### config.mk
export PLATFORM = sky130hd
export DESIGN_NAME = imem_boot_loader_flat
export DESIGN_NICKNAME = d
export VERILOG_FILES = /design/src/rtl/imem_boot_loader_if.sv /design/src/rtl/imem_boot_loader.sv /design/src/flat_wrapper.sv
export SDC_FILE = /design/constraint.sdc
export NUM_CORES = 1
export LEC_CHECK = 0
export CAP_MARGIN = 20
export CORE_UTILIZATION = 40
export DETAILED_ROUTE_END_ITERATION = 10
export GPL_TIMING_DRIVEN = 0
export PLACE_DENSITY = 0.64
export SKIP_CTS_REPAIR_TIMING = 1
export SLEW_MARGIN = 20
export SYNTH_ARGS = -nofsm -noshare
export SYNTH_HDL_FRONTEND = slang
export SYNTH_SLANG_ARGS = --single-unit
### constraint.sdc
create_clock -name clk -period 2.85 [get_ports clk]
set_input_delay 0.57 -clock clk [delete_from_list [all_inputs] [get_ports clk]]
set_output_delay 0.57 -clock clk [all_outputs]
set_load 0.02 [all_outputs]
### src/rtl/imem_boot_loader_if.sv
// Bus bundle for imem_boot_loader: load control, byte stream and instruction-memory port.
// The chk_err signal exists only when CHECKSUM_EN is defined.
interface imem_boot_loader_if #(
  parameter int ADDR_W = 10
);
  logic              start;
  logic [8:0]        word_count;
  logic              s_valid;
  logic [7:0]        s_data;
  logic              s_ready;
  logic [ADDR_W-1:0] pc_addr;
  logic              mem_we;
  logic [ADDR_W-1:0] mem_a;
  logic [31:0]       mem_wd;
  logic              cpu_hold;
  logic              busy;
  logic              done;
`ifdef CHECKSUM_EN
  logic              chk_err;
`endif

  modport master (
    output start, word_count, s_valid, s_data, pc_addr,
    input  s_ready, mem_we, mem_a, mem_wd, cpu_hold, busy, done
`ifdef CHECKSUM_EN
    , input chk_err
`endif
  );

  modport slave (
    input  start, word_count, s_valid, s_data, pc_addr,
    output s_ready, mem_we, mem_a, mem_wd, cpu_hold, busy, done
`ifdef CHECKSUM_EN
    , output chk_err
`endif
  );
endinterface

### src/rtl/imem_boot_loader.sv
// Boot loader: packs a little-endian byte stream into 32-bit words written from address 0,
// holding the CPU meanwhile. Define CHECKSUM_EN to add a trailing mod-256 checksum byte.
module imem_boot_loader #(
  parameter int ADDR_W    = 10,
  parameter int DATA_W    = 32,
  parameter int MAX_WORDS = 2 ** (ADDR_W - 2)
) (
  input  logic               clk,
  input  logic               rst,
  imem_boot_loader_if.slave  bus
);
  localparam int         IDX_W   = ADDR_W - 2;
  localparam logic [8:0] MAX_CNT = 9'(MAX_WORDS);

  typedef enum logic [1:0] {
    IDLE  = 2'd0,
    RECV  = 2'd1,
    WRITE = 2'd2
`ifdef CHECKSUM_EN
    , CHK = 2'd3
`endif
  } state_t;

  state_t            state_r;
  logic [8:0]        cnt_r;
  logic [IDX_W-1:0]  idx_r;
  logic [1:0]        byte_r;
  logic [DATA_W-1:0] wd_r;
  logic              we_r;
  logic              ready_r;
  logic              hold_r;
  logic              busy_r;
  logic              done_r;
  logic [8:0]        clamp_cnt_s;
  logic              last_s;

`ifdef CHECKSUM_EN
  logic [7:0]        sum_r;
  logic              chk_err_r;

  function automatic logic [7:0] sum8(input logic [7:0] acc, input logic [7:0] b);
    return acc + b;
  endfunction

  assign bus.chk_err = chk_err_r;
`endif

  // Clamping the count keeps word_idx from ever wrapping past the top of memory.
  assign clamp_cnt_s = (bus.word_count > MAX_CNT) ? MAX_CNT : bus.word_count;
  assign last_s      = (9'(idx_r) == (cnt_r - 9'd1));

  assign bus.mem_a    = busy_r ? {idx_r, 2'b00} : bus.pc_addr;
  assign bus.mem_we   = we_r;
  assign bus.mem_wd   = wd_r;
  assign bus.s_ready  = ready_r;
  assign bus.cpu_hold = hold_r;
  assign bus.busy     = busy_r;
  assign bus.done     = done_r;

  // Load sequencer; every output except the address mux is a register here.
  always_ff @(posedge clk or posedge rst) begin
    if (rst) begin
      state_r   <= IDLE;
      cnt_r     <= 9'd0;
      idx_r     <= '0;
      byte_r    <= 2'd0;
      wd_r      <= '0;
      we_r      <= 1'b0;
      ready_r   <= 1'b0;
      hold_r    <= 1'b0;
      busy_r    <= 1'b0;
      done_r    <= 1'b0;
`ifdef CHECKSUM_EN
      sum_r     <= 8'd0;
      chk_err_r <= 1'b0;
`endif
    end else begin
      case (state_r)
        IDLE: begin
          if (bus.start) begin
            cnt_r  <= clamp_cnt_s;
            idx_r  <= '0;
            byte_r <= 2'd0;
            done_r <= 1'b0;
`ifdef CHECKSUM_EN
            sum_r     <= 8'd0;
            chk_err_r <= 1'b0;
            busy_r    <= 1'b1;
            hold_r    <= 1'b1;
            ready_r   <= 1'b1;
            state_r   <= (clamp_cnt_s == 9'd0) ? CHK : RECV;
`else
            if (clamp_cnt_s == 9'd0) begin
              done_r <= 1'b1;
            end else begin
              busy_r  <= 1'b1;
              hold_r  <= 1'b1;
              ready_r <= 1'b1;
              state_r <= RECV;
            end
`endif
          end
        end
        RECV: begin
          // s_ready is held high throughout RECV, so s_valid alone marks a handshake.
          if (bus.s_valid) begin
            wd_r[{byte_r, 3'b000} +: 8] <= bus.s_data;
            byte_r <= byte_r + 2'd1;
`ifdef CHECKSUM_EN
            sum_r  <= sum8(sum_r, bus.s_data);
`endif
            if (byte_r == 2'd3) begin
              ready_r <= 1'b0;
              we_r    <= 1'b1;
              state_r <= WRITE;
            end
          end
        end
        WRITE: begin
          we_r <= 1'b0;
          if (last_s) begin
`ifdef CHECKSUM_EN
            ready_r <= 1'b1;
            state_r <= CHK;
`else
            busy_r  <= 1'b0;
            hold_r  <= 1'b0;
            done_r  <= 1'b1;
            state_r <= IDLE;
`endif
          end else begin
            idx_r   <= idx_r + {{(IDX_W-1){1'b0}}, 1'b1};
            ready_r <= 1'b1;
            state_r <= RECV;
          end
        end
`ifdef CHECKSUM_EN
        CHK: begin
          if (bus.s_valid) begin
            chk_err_r <= (bus.s_data != sum_r);
            ready_r   <= 1'b0;
            busy_r    <= 1'b0;
            hold_r    <= 1'b0;
            done_r    <= 1'b1;
            state_r   <= IDLE;
          end
        end
`endif
        default: begin
          state_r <= IDLE;
        end
      endcase
    end
  end
endmodule

### src/flat_wrapper.sv
// flat-port wrapper written by rule: the top's interface ports become plain ports
module imem_boot_loader_flat 
#(
  parameter int ADDR_W    = 10,
  parameter int DATA_W    = 32,
  parameter int MAX_WORDS = 2 ** (ADDR_W - 2)
)
  (clk, rst, bus_start, bus_word_count, bus_s_valid, bus_s_data, bus_pc_addr, bus_s_ready, bus_mem_we, bus_mem_a, bus_mem_wd, bus_cpu_hold, bus_busy, bus_done);
  imem_boot_loader_if #(.ADDR_W(ADDR_W)) bus_i ();
  input  logic clk;
  input  logic rst;
  input wire logic [$bits(bus_i.start)-1:0] bus_start;
  input wire logic [$bits(bus_i.word_count)-1:0] bus_word_count;
  input wire logic [$bits(bus_i.s_valid)-1:0] bus_s_valid;
  input wire logic [$bits(bus_i.s_data)-1:0] bus_s_data;
  input wire logic [$bits(bus_i.pc_addr)-1:0] bus_pc_addr;
  output wire logic [$bits(bus_i.s_ready)-1:0] bus_s_ready;
  output wire logic [$bits(bus_i.mem_we)-1:0] bus_mem_we;
  output wire logic [$bits(bus_i.mem_a)-1:0] bus_mem_a;
  output wire logic [$bits(bus_i.mem_wd)-1:0] bus_mem_wd;
  output wire logic [$bits(bus_i.cpu_hold)-1:0] bus_cpu_hold;
  output wire logic [$bits(bus_i.busy)-1:0] bus_busy;
  output wire logic [$bits(bus_i.done)-1:0] bus_done;
  assign bus_i.start = bus_start;
  assign bus_i.word_count = bus_word_count;
  assign bus_i.s_valid = bus_s_valid;
  assign bus_i.s_data = bus_s_data;
  assign bus_i.pc_addr = bus_pc_addr;
  assign bus_s_ready = bus_i.s_ready;
  assign bus_mem_we = bus_i.mem_we;
  assign bus_mem_a = bus_i.mem_a;
  assign bus_mem_wd = bus_i.mem_wd;
  assign bus_cpu_hold = bus_i.cpu_hold;
  assign bus_busy = bus_i.busy;
  assign bus_done = bus_i.done;
  imem_boot_loader #(.ADDR_W(ADDR_W), .DATA_W(DATA_W), .MAX_WORDS(MAX_WORDS)) u_core (.clk(clk), .rst(rst), .bus(bus_i));
endmodule
==> results of run 1 <==
==> state kept, by name, summed over array words and instances, names as in the netlist <==
signal,cells
u_core.bus.mem_wd,32
u_core.cnt_r,9
u_core.idx_r,8
u_core.byte_r,2
u_core.state_r,2
u_core.bus.cpu_hold,1
u_core.bus.done,1
u_core.bus.mem_we,1
u_core.bus.s_ready,1
==> per-layer routing <==
layer  vias up  global-route usage [%]  routed length, µm
li1       1341                       -                  -
met1      1302                    24.9               3370
met2        78                    34.0               3660
met3        13                    5.63                317
met5         -                       0                  0
met4         0                    8.95                159
==> power by group through the flow <==
stage | Sequential [mW] | Clock (mW) | Combinational [mW]
floorplan | 1.64 | 0 | 1.01
global placement | 1.39 | 0 | 2.02
detailed placement | 1.41 | 0 | 2.05
CTS | 1.39 | 0.941 | 2.06
global route | 1.44 | 0.976 | 2.28
finish | 1.39 | 0.926 | 2.05
==> cell type report <==
cell class	instances	area [µm²]
Clock buffer	9	124
Timing Repair Buffer	76	761
Buffer	18	82.6
Inverter	11	43.8
Tap cell	99	124
Sequential cell	57	1430
Clock inverter	7	119
Multi-Input combinational cell	257	1500
Fill cell	670	3150
==> cell usage after synthesis, types with 2 or more instances <==
master,count
nand2_1,91
dfrtp_1,57
o21ai_0,45
inv_1,11
nand2b_1,11
clkbuf_1,10
nor2_1,10
mux2_2,9
xnor2_1,9
a21oi_1,8
ha_1,8
nor3_1,8
mux2i_1,7
nand4_1,6
nor3b_1,5
and3_1,4
nor2b_1,4
a31oi_1,3
buf_1,3
buf_2,3
nand3_1,2
nand3b_1,2
nor4_1,2
o211ai_1,2
o22ai_1,2
o31ai_1,2
==> kinds of logic (layout without fill, tap and decap cells) <==
logic type	count (synthesis)	after routing	share of synthesized area (%)
and+or+nand+nor	150	150	22.8
AOI/OAI and AO/OA	73	73	14.6
xor gates and xnor gates	10	10	2.87
adders and majority gates	8	8	3.28
DFF	57	57	46.8
muxes	16	16	5.62
buffers and inverters	29	121	4.06
==> layout by cell type (no fill, tap or decap), types with 5 or more instances in the layout <==
| cell type | instances |
|---|---|
| a21oi_1 | 8 |
| clkbuf_1 | 10 |
| clkbuf_8 | 9 |
| clkdlybuf4s50_1 | 76 |
| dfrtp_1 | 57 |
| ha_1 | 8 |
| inv_1 | 10 |
| mux2_2 | 9 |
| mux2i_1 | 7 |
| nand2_1 | 91 |
| nand2b_1 | 11 |
| nand4_1 | 6 |
| nor2_1 | 10 |
| nor3_1 | 8 |
| nor3b_1 | 5 |
| o21ai_0 | 45 |
| xnor2_1 | 9 |
==> final timing paths <==
| check | start | endpoint | slack, ps | depth (start not counted) |
|---|---|---|---|---|
| min in group asynchronous | rst | u_core.bus.mem_wd[9] | 700 | 2 |
| max | u_core.bus.cpu_hold | bus_mem_a[5] | 160 | 3 |
| min reg2reg | u_core.bus.mem_wd[5] | u_core.bus.mem_wd[5] | 480 | 2 |
| min | u_core.bus.mem_wd[5] | u_core.bus.mem_wd[5] | 480 | 2 |
| max reg2reg | u_core.cnt_r[0] | u_core.idx_r[2] | 490 | 11 |
| max in group asynchronous | rst | u_core.idx_r[3] | 1690 | 2 |
==> critical path, cell delays in order, from the launching register on <==
cell	delay (ps)
dfrtp_1	410
buf_1	420
mux2_2	390
clkdlybuf4s50_1	550
==> metrics by stage <==
| step | util [%] | instance area [µm²] | hold slack, ps | total power, mW |
|---|---|---|---|---|
| after floorplan | - | 3050 | 514 | 2.65 |
| after global placement | 53.7 | 3940 | 463 | 3.42 |
| after detailed placement | 53.7 | 3940 | 469 | 3.46 |
| after CTS | 57.0 | 4180 | 485 | 4.39 |
| after global routing | 57.0 | 4180 | 514 | 4.70 |
| final | 57.0 | 4180 | 476 | 4.36 |
==> PnR_summary.wiki, run 1 <==
{| class="wikitable"
! Metric !! Value
|-
| Routed wire length per instance || 14.1 µm
|-
| Die area || about 8000 µm²
|-
| Placed Instances || 518
|-
| Fraction of synthesis flops using an asynchronous set or reset pin || 100%
|-
| Final Worst Setup Slack || roughly 160 ps
|-
| Initial antenna violation count || 0
|-
| Area growth from synthesis to final layout || 37.0%
|-
| Area of the core || approximately 7300 µm²
|-
| Cell-internal power || 2.62 mW
|-
| Final count of pins violating max slew || 0
|-
| Required time of the critical path || between 2000 and 2500 ps
|-
| Total routing usage reported by global routing || approximately 20%
|-
| Number of distinct library cell variants in the gate-level netlist after synthesis || 45
|-
| Slew HR || about two fifths
|-
| Fraction of synthesized cell area taken by the top area cell type || between 40% and 50%
|-
| Highest attainable clock frequency || around 370 MHz
|-
| Starting density of the core || about two fifths
|-
| Number of iterations in the first detailed-routing pass || 4
|-
| Sequential share of power || a little under a third
|-
| Final clock skew || 7.05 ps
|-
| Total length of routed wires || ~7500 µm
|-
| Share of final-layout standard cells stronger than drive strength 1 || 8.74%
|-
| Clock Sinks || between 50 and 60
|-
| Post-DP HPWL || roughly 5500 µm
|-
| Largest vdd supply drop || between 300 and 400 µV
|-
| Setup_tns || 0 ps
|-
| Vias in the first global route || around 2.6k
|-
| CTS H-tree lvls || 3
|-
| Residual antenna-violating net count after detailed routing || 0
|-
| Maximum number of pins on one net before global-route repair || 58
|-
| Detailed router's first-iteration violation count || between 100 and 150
|-
| Total number of vias || between 2k and 3k
|-
| Switching share of power || 39.9%
|-
| Floorplan die width || 89.3 µm
|-
| Most common flop cell mapped by yosys || dfrtp_1
|-
| Via-to-Cell Ratio || about 5
|-
| Final cell count without fillers || around 530
|-
| Leakage || between 1.5 and 2 nW
|-
| Syn Area/Cell || ~8.9 µm²
|-
| Crit path max fanout || 10
|-
| Yosys Warn Count || 0
|-
| Number of endpoints with negative hold slack in the final report || 0
|-
| Cell type contributing the most total cell area after synthesis || dfrtp_1
|-
| Clock latency on the worst-skew pair || 340 ps
|-
| Global-route wire length before repair || ~12000 µm
|-
| Cell area after synthesis || just over 3000 µm²
|-
| Status || complete, no violations
|-
| Arrival time worst endpoint || about 2100 ps
|-
| # Max-Cap Violations || 0
|-
| Standard-cell row count || 31
|-
| Number of flops mapped to enable cells by yosys || 0
|-
| Port bufs || 76
|-
| Net switching power figure || roughly 1.7 mW
|-
| Final min period || 2690 ps
|-
| Flop and latch count out of synthesis || 57
|-
| Maximum root-to-sink buffer count || 2
|-
| Comb power frac || a little under half
|-
| Diodes inserted || 0
|-
| Kind of start point of the critical path || flip-flop
|-
| CP endpoint kind || output pin
|-
| Top-Level Pins || approximately 80
|-
| Setup WS pre-CTS || around 330 ps
|-
| Worst Max-Slew Pin Slew || approximately 900 ps
|-
| Leading post-synthesis cells by cell area || dfrtp_1 47%, nand2_1 11%, o21ai_0 7.4%
|-
| Share of total power in the clock network || a little over a fifth
|-
| Net count of the finished layout || between 400 and 500
|-
| Routability congestion estimate || 0.785
|-
| Syn_nets || 382
|-
| Vert. Die Dim || approximately 89 µm
|-
| Path category of the worst min-delay check || reg2reg
|-
| Power density over the cells || around 1000 nW/µm²
|-
| Clock edge transition at the registers on the reported setup and hold paths || ~70 ps
|-
| DR DRC count || 0
|-
| Root buffer selected by CTS || clkbuf_8
|-
| Number of instances in the synthesized netlist || approximately 340
|-
| Remaining global-route overflow || 0
|-
| Setup violation total in the final timing report || 0
|-
| Clock buffer count from CTS || 9
|-
| Sequential element share of the synthesized area || between 40% and 50%
|-
| Final worst path period share || a little over nine tenths
|-
| CTS tree || built
|-
| Worst setup path category || reg2out
|-
| RSZ-0062 raised after global routing || no
|}
Power figures use the tool's default switching activity.
==> run 2, diff against run 1 <==
- CTS_CLUSTER_DIAMETER: default -> 30
==> results of run 2 <==
The final DEF is identical to that of run 1; final timing and power are the same.
==> run 3, diff against run 2 <==
- GPL_ROUTABILITY_DRIVEN: default -> 0
==> results of run 3 <==
The final DEF is identical to that of run 1; final timing and power are the same.
